$ cat src/rtl/pe_pkg.sv
// Shared types for the PE job scheduler: opcodes, job descriptor, FSM states.
// Latency: n/a (types and a pure helper function only).
// Backpressure: n/a.
package pe_pkg;

  localparam int PE_OPCODE_LEN = 4;
  localparam int DRAM_DEPTH    = 64;
  localparam int AW            = $clog2(DRAM_DEPTH);

  typedef enum logic [PE_OPCODE_LEN-1:0] {
    NOOP          = 4'd0,
    ADD           = 4'd1,
    SUB           = 4'd2,
    MUL           = 4'd3,
    DOTP          = 4'd4,
    STORE_TEMP_S1 = 4'd5,
    STORE_TEMP_S2 = 4'd6,
    STORE_RESULT  = 4'd7,
    STOP          = 4'd8
  } pe_op_e;

  // op is kept as raw bits: the host may send values outside pe_op_e
  typedef struct packed {
    logic [PE_OPCODE_LEN-1:0] op;
    logic [AW-1:0]            addr_a;
    logic [AW-1:0]            addr_b;
    logic [AW-1:0]            addr_r;
  } pe_job_t;

  typedef enum logic [2:0] {
    S_IDLE, S_LOAD_A, S_LOAD_B, S_EXEC, S_WAIT, S_STORE
  } sched_state_e;

  // Only the four vector operations may be issued as jobs
  function automatic logic op_legal(input logic [PE_OPCODE_LEN-1:0] op);
    return op inside {ADD, SUB, MUL, DOTP};
  endfunction

endpackage

$ cat src/rtl/pe_job_fifo.sv
// Synchronous FIFO of job descriptors; flush empties it in one cycle.
// Latency: a pushed entry is visible at dout the cycle after the push.
// Backpressure: push ignored while full, pop ignored while empty; flush wins.
// Ports: clk/rstn, push/din, pop/dout, flush, full, empty.
module pe_job_fifo
  import pe_pkg::*;
#(
  parameter int DEPTH = 4
) (
  input  logic    clk,
  input  logic    rstn,
  input  logic    push,
  input  logic    pop,
  input  logic    flush,
  input  pe_job_t din,
  output pe_job_t dout,
  output logic    full,
  output logic    empty
);

  localparam int AWQ = $clog2(DEPTH);

  pe_job_t          mem [DEPTH];
  logic [AWQ-1:0]   wr_ptr;
  logic [AWQ-1:0]   rd_ptr;
  logic [AWQ:0]     count;
  logic             do_push;
  logic             do_pop;

  assign full    = (count == (AWQ+1)'(DEPTH));
  assign empty   = (count == '0);
  assign do_push = push && !full && !flush;
  assign do_pop  = pop && !empty && !flush;
  assign dout    = mem[rd_ptr];

  always_ff @(posedge clk) begin
    if (do_push) mem[wr_ptr] <= din;
  end

  // Pointers wrap naturally because DEPTH is a power of two
  always_ff @(posedge clk) begin
    if (!rstn || flush) begin
      wr_ptr <= '0;
      rd_ptr <= '0;
      count  <= '0;
    end else begin
      if (do_push) wr_ptr <= wr_ptr + AWQ'(1);
      if (do_pop)  rd_ptr <= rd_ptr + AWQ'(1);
      case ({do_push, do_pop})
        2'b10:   count <= count + (AWQ+1)'(1);
        2'b01:   count <= count - (AWQ+1)'(1);
        default: count <= count;
      endcase
    end
  end

endmodule

$ cat src/rtl/pe_job_scheduler.sv
// Queues vector job descriptors and sequences load/exec/wait/store on the PE.
// Latency: pop to job_done is 6 cycles plus the PE response time in WAIT.
// Backpressure: job_ready = !full && !abort; the FSM pops only from IDLE.
// Ports: job_* host descriptor port; load_a/load_b/data_addr operand loads;
// pe_opcode and pe_stage_*_valid PE handshake; store_result/res_addr result
// write; busy, job_done, job_err status; abort flushes everything.
module pe_job_scheduler
  import pe_pkg::*;
#(
  parameter int QUEUE_DEPTH = 4,
  parameter int PE_ELEMENTS = 4,
  parameter int TIMEOUT     = 64
) (
  input  logic                     clk,
  input  logic                     rstn,
  input  logic                     abort,
  input  logic                     job_valid,
  output logic                     job_ready,
  input  logic [PE_OPCODE_LEN-1:0] job_op,
  input  logic [AW-1:0]            job_addr_a,
  input  logic [AW-1:0]            job_addr_b,
  input  logic [AW-1:0]            job_addr_r,
  output logic                     load_a,
  output logic                     load_b,
  output logic [AW-1:0]            data_addr,
  output logic [PE_OPCODE_LEN-1:0] pe_opcode,
  input  logic                     pe_stage_1_valid,
  input  logic                     pe_stage_2_valid,
  output logic                     store_result,
  output logic [AW-1:0]            res_addr,
  output logic                     busy,
  output logic                     job_done,
  output logic                     job_err
);

  localparam int CW = $clog2(TIMEOUT + 1);
  localparam int EW = $clog2(PE_ELEMENTS + 1);

  sched_state_e  state;
  pe_job_t       job;
  pe_job_t       in_job;
  pe_job_t       head;
  logic          full;
  logic          empty;
  logic          push;
  logic          pop;
  logic          complete;
  logic [CW-1:0] wait_cnt;
  logic [EW-1:0] s2_cnt;

  assign in_job    = '{op: job_op, addr_a: job_addr_a, addr_b: job_addr_b, addr_r: job_addr_r};
  assign job_ready = !full && !abort;
  assign push      = job_valid && job_ready;
  assign pop       = (state == S_IDLE) && !empty && !abort;
  assign busy      = (state != S_IDLE) || !empty;

  // DOTP finishes on the last reduced scalar; the others on the first
  // element-wise result. Stage-1 valids never complete a DOTP.
  assign complete = (job.op == DOTP)
                  ? (pe_stage_2_valid && (s2_cnt == EW'(PE_ELEMENTS - 1)))
                  : pe_stage_1_valid;

  pe_job_fifo #(.DEPTH(QUEUE_DEPTH)) u_fifo (
    .clk   (clk),
    .rstn  (rstn),
    .push  (push),
    .pop   (pop),
    .flush (abort),
    .din   (in_job),
    .dout  (head),
    .full  (full),
    .empty (empty)
  );

  always_ff @(posedge clk) begin
    if (!rstn) begin
      state        <= S_IDLE;
      job          <= '0;
      load_a       <= 1'b0;
      load_b       <= 1'b0;
      data_addr    <= '0;
      pe_opcode    <= NOOP;
      store_result <= 1'b0;
      res_addr     <= '0;
      job_done     <= 1'b0;
      job_err      <= 1'b0;
      wait_cnt     <= '0;
      s2_cnt       <= '0;
    end else begin
      load_a       <= 1'b0;
      load_b       <= 1'b0;
      store_result <= 1'b0;
      job_done     <= 1'b0;
      job_err      <= 1'b0;
      if (abort) begin
        // A store already on the bus this cycle still lands; its done is dropped
        state     <= S_IDLE;
        pe_opcode <= NOOP;
      end else begin
        case (state)
          S_IDLE: begin
            if (!empty) begin
              job <= head;
              if (op_legal(head.op)) begin
                state     <= S_LOAD_A;
                load_a    <= 1'b1;
                data_addr <= head.addr_a;
              end else begin
                job_err <= 1'b1;
              end
            end
          end
          S_LOAD_A: begin
            state     <= S_LOAD_B;
            load_b    <= 1'b1;
            data_addr <= job.addr_b;
          end
          S_LOAD_B: begin
            state     <= S_EXEC;
            pe_opcode <= job.op;
          end
          S_EXEC: begin
            state    <= S_WAIT;
            wait_cnt <= '0;
            s2_cnt   <= '0;
          end
          S_WAIT: begin
            if (complete) begin
              state        <= S_STORE;
              pe_opcode    <= STORE_RESULT;
              store_result <= 1'b1;
              res_addr     <= job.addr_r;
            end else if (wait_cnt == CW'(TIMEOUT - 1)) begin
              state     <= S_IDLE;
              pe_opcode <= NOOP;
              job_err   <= 1'b1;
            end else begin
              wait_cnt <= wait_cnt + CW'(1);
              if (job.op == DOTP && pe_stage_2_valid) s2_cnt <= s2_cnt + EW'(1);
            end
          end
          S_STORE: begin
            state     <= S_IDLE;
            pe_opcode <= NOOP;
            job_done  <= 1'b1;
          end
          default: begin
            state     <= S_IDLE;
            pe_opcode <= NOOP;
          end
        endcase
      end
    end
  end

endmodule

$ cat config.mk
export PLATFORM = sky130hd
export DESIGN_NAME = pe_job_scheduler
export DESIGN_NICKNAME = d
export VERILOG_FILES = /design/src/rtl/pe_pkg.sv /design/src/rtl/pe_job_fifo.sv /design/src/rtl/pe_job_scheduler.sv
export SDC_FILE = /design/constraint.sdc
export NUM_CORES = 1
export LEC_CHECK = 0
export CAP_MARGIN = 5
export CORE_MARGIN = 2
export CORE_UTILIZATION = 25
export CTS_BUF_LIST = sky130_fd_sc_hd__clkbuf_4 sky130_fd_sc_hd__clkbuf_8
export DETAILED_ROUTE_END_ITERATION = 10
export SLEW_MARGIN = 25
export SYNTH_ARGS = -nofsm -noshare
export SYNTH_HDL_FRONTEND = slang
export SYNTH_SLANG_ARGS = --single-unit
$ cat constraint.sdc
create_clock -name clk -period 3.5 [get_ports clk]
set_clock_uncertainty 0.2 [all_clocks]
set_input_delay 0.525 -clock clk [delete_from_list [all_inputs] [get_ports clk]]
set_output_delay 0.525 -clock clk [all_outputs]
set_load 0.005 [all_outputs]
==> impl_results.html <==
<table>
<tr><th>Metric</th><th>Value</th></tr>
<tr><th colspan="2">Floorplan</th></tr>
<tr><td>Area of the core</td><td>23300 um^2</td></tr>
<tr><td>Number of standard-cell rows in the floorplan</td><td>56</td></tr>
<tr><td>Initial Util</td><td>25.2%</td></tr>
<tr><td>Number of ports placed on the die boundary</td><td>51</td></tr>
<tr><td>Die Outline Area</td><td>24700 um^2</td></tr>
<tr><td>Die extent in y</td><td>around 160 um</td></tr>
<tr><td>Horizontal extent of the die</td><td>around 160 um</td></tr>
<tr><th colspan="2">Status</th></tr>
<tr><td>Result of the run</td><td>complete, no violations</td></tr>
<tr><th colspan="2">Clock network</th></tr>
<tr><td>H-tree depth</td><td>4</td></tr>
<tr><td>TritonCTS sink count</td><td>147</td></tr>
<tr><td>Clock latency reported for the late side of the worst-skew pair</td><td>around 0.44 ns</td></tr>
<tr><td>Post-CTS Hold Fix Bufs</td><td>0</td></tr>
<tr><td>Gates resized, CTS repair</td><td>0</td></tr>
<tr><td>Post-CTS Setup Bufs</td><td>0</td></tr>
<tr><td>Clock tree root buffer cell</td><td>clkbuf_8</td></tr>
<tr><td>TritonCTS clock tree</td><td>built</td></tr>
<tr><td>Number of buffers created by CTS</td><td>17</td></tr>
<tr><td>Clk slew on worst S/H paths</td><td>about 0.080 ns</td></tr>
<tr><td>Worst-case clock buffer depth</td><td>2</td></tr>
<tr><th colspan="2">STA</th></tr>
<tr><td>Final critical path time including I/O delays and setup</td><td>2.79 ns</td></tr>
<tr><td>Hold violation total from the final report</td><td>0</td></tr>
<tr><td>Normalized max-slew margin</td><td>about three fifths</td></tr>
<tr><td>Crit share post-route</td><td>approximately 80%</td></tr>
<tr><td>Final setup violation count</td><td>0</td></tr>
<tr><td>Peak clock frequency supported by timing</td><td>about 0.36 GHz</td></tr>
<tr><td>RSZ-0062 raised after global routing</td><td>no</td></tr>
<tr><td>Final worst slack</td><td>around 0.71 ns</td></tr>
<tr><td>Sum of negative setup slack</td><td>0 ns</td></tr>
<tr><td>Least-Margin Pin Slew</td><td>a little under 0.6 ns</td></tr>
<tr><td>Count of pins over their slew limit</td><td>0</td></tr>
<tr><th colspan="2">Setup path</th></tr>
<tr><td>Reg2reg path depth</td><td>9</td></tr>
<tr><td>Worst setup path class</td><td>in2out</td></tr>
<tr><td>Setup slack of the most critical reg-to-reg path</td><td>between 0.7 and 0.8 ns</td></tr>
<tr><td>Worst reg2reg endpoint</td><td>u_fifo.count[2]$_SDFFE_PP0P_</td></tr>
<tr><td>Crit path DAT</td><td>~2.1 ns</td></tr>
<tr><td>Required time of the worst setup path</td><td>2.77 ns</td></tr>
<tr><td>Peak fanout along the critical path</td><td>9</td></tr>
<tr><td>Critical path startpoint category</td><td>input pin</td></tr>
<tr><td>Beginning of the worst register-to-register path</td><td>state[2]$_SDFFE_PP0P_</td></tr>
<tr><td>Nature of the critical path endpoint</td><td>output port</td></tr>
<tr><th colspan="2">Min path</th></tr>
<tr><td>Cells on Worst Hold Path</td><td>2</td></tr>
<tr><td>Launch instance of the worst min-delay path</td><td>wait_cnt[6]$_SDFFE_PN0P_</td></tr>
<tr><td>Hold worst-path end</td><td>wait_cnt[6]$_SDFFE_PN0P_</td></tr>
<tr><td>Hold Crit Class</td><td>reg2reg</td></tr>
<tr><th colspan="2">Synth</th></tr>
<tr><td>Synth warn</td><td>0</td></tr>
<tr><td>Share of synthesized area occupied by flip-flops and latches</td><td>65.2%</td></tr>
<tr><td>Register bit count reported by yosys</td><td>between 100 and 150</td></tr>
<tr><td>Prevailing post-synth register cell</td><td>edfxtp_1</td></tr>
<tr><td>Post-synthesis async set-or-reset flop share</td><td>0%</td></tr>
<tr><td>Post-synth top area share</td><td>a little under half</td></tr>
<tr><td>Avg Cell Area, Syn</td><td>between 10 and 15 um^2</td></tr>
<tr><td>Biggest area contributors in the synthesized netlist</td><td>edfxtp_1 (45%), dfxtp_1 (20%), mux4_2 (8.4%), nand2_1 (2.9%), mux2i_1 (2.4%)</td></tr>
<tr><td>Number of instances in the synthesized netlist</td><td>413</td></tr>
<tr><td>Number of unique standard cell types used by synthesis</td><td>48</td></tr>
<tr><td>Number of flops mapped to enable cells by yosys</td><td>88</td></tr>
<tr><td>Cell taking the most area after synthesis</td><td>edfxtp_1</td></tr>
<tr><td>Number of nets in the synthesized netlist</td><td>450</td></tr>
<tr><td>Post-synth design cell area</td><td>between 5000 and 6000 um^2</td></tr>
<tr><th colspan="2">GRT</th></tr>
<tr><td>Antenna violations before repair</td><td>0</td></tr>
<tr><td>Vias in the first global route</td><td>approximately 3.7k</td></tr>
<tr><td>Overall fraction of global-route tracks in use</td><td>between 10% and 20%</td></tr>
<tr><td>Largest net degree at the start of global routing</td><td>37</td></tr>
<tr><td>First-pass GRT wire length</td><td>19300 um</td></tr>
<tr><td>Total congestion overflow</td><td>0</td></tr>
<tr><th colspan="2">Finish</th></tr>
<tr><td>Area taken by flip-flops and latches</td><td>3820 um^2</td></tr>
<tr><td>Top library cells by usage in the layout, fill and taps aside</td><td>edfxtp_1 (88), dfxtp_1 (59), clkdlybuf4s50_1 (50)</td></tr>
<tr><td>Count of nets after finishing</td><td>~510</td></tr>
<tr><td>Number of filler instances in the final layout</td><td>between 2k and 2.5k</td></tr>
<tr><td>Area Overhead vs Synth</td><td>22.0%</td></tr>
<tr><td>Area of combinational cells with multiple inputs</td><td>1900 um^2</td></tr>
<tr><td>ANT cells</td><td>0</td></tr>
<tr><td>Layout cell share with drive strength beyond 1</td><td>16.0%</td></tr>
<tr><td>Most frequent standard cell in the layout excluding fill and tap cells</td><td>edfxtp_1</td></tr>
<tr><th colspan="2">Route</th></tr>
<tr><td>Pre-Repair DR Iteration Count</td><td>4</td></tr>
<tr><td>Detailed-route vias per instance</td><td>between 4 and 5</td></tr>
<tr><td>Detailed-route via count</td><td>3538</td></tr>
<tr><td>Routed length on met2</td><td>6200 um</td></tr>
<tr><td>Iter 0 DRT Violations</td><td>260</td></tr>
<tr><td>Number of nets still failing antenna checks after routing</td><td>0</td></tr>
<tr><td>Post-route DRC violation count</td><td>0</td></tr>
<tr><td>Met3 routed wirelength</td><td>around 560 um</td></tr>
<tr><td>Routed length on met1</td><td>~5200 um</td></tr>
<tr><td>Detailed-route wire length per cell</td><td>15.0 um</td></tr>
<tr><td>Top layer used by detailed routing</td><td>met4</td></tr>
<tr><td>Routed Wire Length</td><td>12100 um</td></tr>
<tr><th colspan="2">Placed design</th></tr>
<tr><td>Final estimated routing congestion in global placement</td><td>approximately 0.86</td></tr>
<tr><td>HPWL reported at the end of detailed placement</td><td>between 8000 and 9000 um</td></tr>
<tr><td>Number of port buffers</td><td>50</td></tr>
<tr><td>Worst slack after detailed placement</td><td>~0.33 ns</td></tr>
<tr><th colspan="2">Power</th></tr>
<tr><td>Net switching power figure</td><td>about 0.83 mW</td></tr>
<tr><td>Switching part of the total power</td><td>between 20% and 30%</td></tr>
<tr><td>Leakage Power</td><td>between 2 and 2.5 nW</td></tr>
<tr><td>Areal power density over the cells</td><td>approximately 460 nW/um^2</td></tr>
<tr><td>Part of the power in registers</td><td>a little under three fifths</td></tr>
<tr><td>Clock network fraction of total power</td><td>~39%</td></tr>
<tr><td>Portion of total power attributed to combinational logic</td><td>4.8%</td></tr>
<tr><td>IR drop worst, VDD</td><td>~0.00017 V</td></tr>
<tr><td>Internal Pwr Total</td><td>~2.5 mW</td></tr>
<tr><th colspan="2">Run</th></tr>
<tr><td>Max capacitance violation total</td><td>0</td></tr>
</table>
-- worst max-delay path by stage --
stage	slack [ns]	from	to
2_1_floorplan	0.52	state[0]$_SDFFE_PP0P_	u_fifo.count[2]$_SDFFE_PP0P_
3_3_place_gp	0.38	abort	u_fifo.count[2]$_SDFFE_PP0P_
3_5_place_dp	0.33	abort	u_fifo.count[2]$_SDFFE_PP0P_
4_1_cts	0.69	abort	job_ready
5_1_grt	0.57	abort	job_ready
6_report	0.71	abort	job_ready
-- layout make-up --
class | count | area share, %
clock buffers | 17 | 3.27
repair buffers | 62 | 8.25
multi-input cells | 236 | 26.6
inverters | 11 | 0.577
clock inverters | 15 | 2.31
flip-flops and latches | 147 | 53.4
well taps | 319 | 5.58
-- critical path: stages --
cell and delay [ns]:
clkdlybuf4s50_1 0.59, a31oi_1 0.29, buf_4 0.17, clkdlybuf4s50_1 0.50
-- power groups by stage --
stage	logic [mW]	clock network, mW	registers, mW
after global placement	0.154	0	1.91
after detailed placement	0.160	0	1.91
after CTS	0.160	1.33	1.87
after floorplan	0.0829	0	1.90
after global routing	0.173	1.40	1.87
final	0.158	1.29	1.87
-- metrics by stage --
step / util (%) / total power, mW / area (um^2) / hold WS [ns] / cells
2_1_floorplan: - / 1.99 / 5860 / 0.207 / 413
3_3_place_gp: 29.0 / 2.06 / 6760 / 0.213 / 775
3_5_place_dp: 29.0 / 2.07 / 6760 / 0.231 / 775
4_1_cts: 30.8 / 3.36 / 7150 / 0.243 / 807
5_1_grt: 30.8 / 3.44 / 7150 / 0.264 / 807
6_report: 30.8 / 3.31 / 7150 / 0.244 / 807
-- Yosys cell counts (2+ instances only) --
| library cell | count |
|---|---|
| o31ai_1 | 2 |
| nand3b_1 | 2 |
| clkbuf_1 | 11 |
| mux2i_1 | 14 |
| o21a_1 | 4 |
| or3_1 | 4 |
| buf_2 | 4 |
| buf_6 | 3 |
| inv_1 | 10 |
| o21ai_0 | 12 |
| ha_1 | 8 |
| o211a_1 | 7 |
| xnor2_1 | 3 |
| mux4_2 | 22 |
| dfxtp_1 | 59 |
| a21boi_0 | 17 |
| and2_1 | 7 |
| xor2_1 | 3 |
| nand2_1 | 46 |
| a31oi_1 | 2 |
| nor4_1 | 2 |
| nor3_1 | 4 |
| and3_1 | 6 |
| edfxtp_1 | 88 |
| nand3_1 | 6 |
| nor2b_1 | 9 |
| nor2_1 | 20 |
| nand2b_1 | 4 |
| o221a_2 | 4 |
| a21oi_1 | 11 |
| nor3_2 | 2 |
-- routing by layer --
| metal | GRT usage, % | vias to the layer above |
|---|---|---|
| met4 | 4.24 | 0 |
| li1 | - | 1663 |
| met2 | 17.7 | 91 |
| met3 | 3.41 | 12 |
| met5 | 0 | - |
| met1 | 12.2 | 1772 |
-- cells by family after synthesis --
family / after synthesis / synth area share, %
compound gates: 64 / 7.85
xor+xnor: 6 / 0.896
fa+ha+maj: 9 / 2.05
buf+inv: 30 / 2.39
flops: 147 / 65.2
simple gates: 120 / 10.6
mux: 37 / 11.0
-- sequential cells by signal (all words and copies together) (netlist names), named ones only --
signal / flops
u_fifo.rd_ptr: 2
u_fifo.mem: 88
load_a: 1
store_result: 1
job_err: 1
pe_opcode: 4
load_b: 1
u_fifo.wr_ptr: 2
data_addr: 6
state: 3
job: 16
job_done: 1
u_fifo.count: 3
s2_cnt: 3
res_addr: 6
wait_cnt: 7
Note: power is estimated with default switching activity, not from simulation.
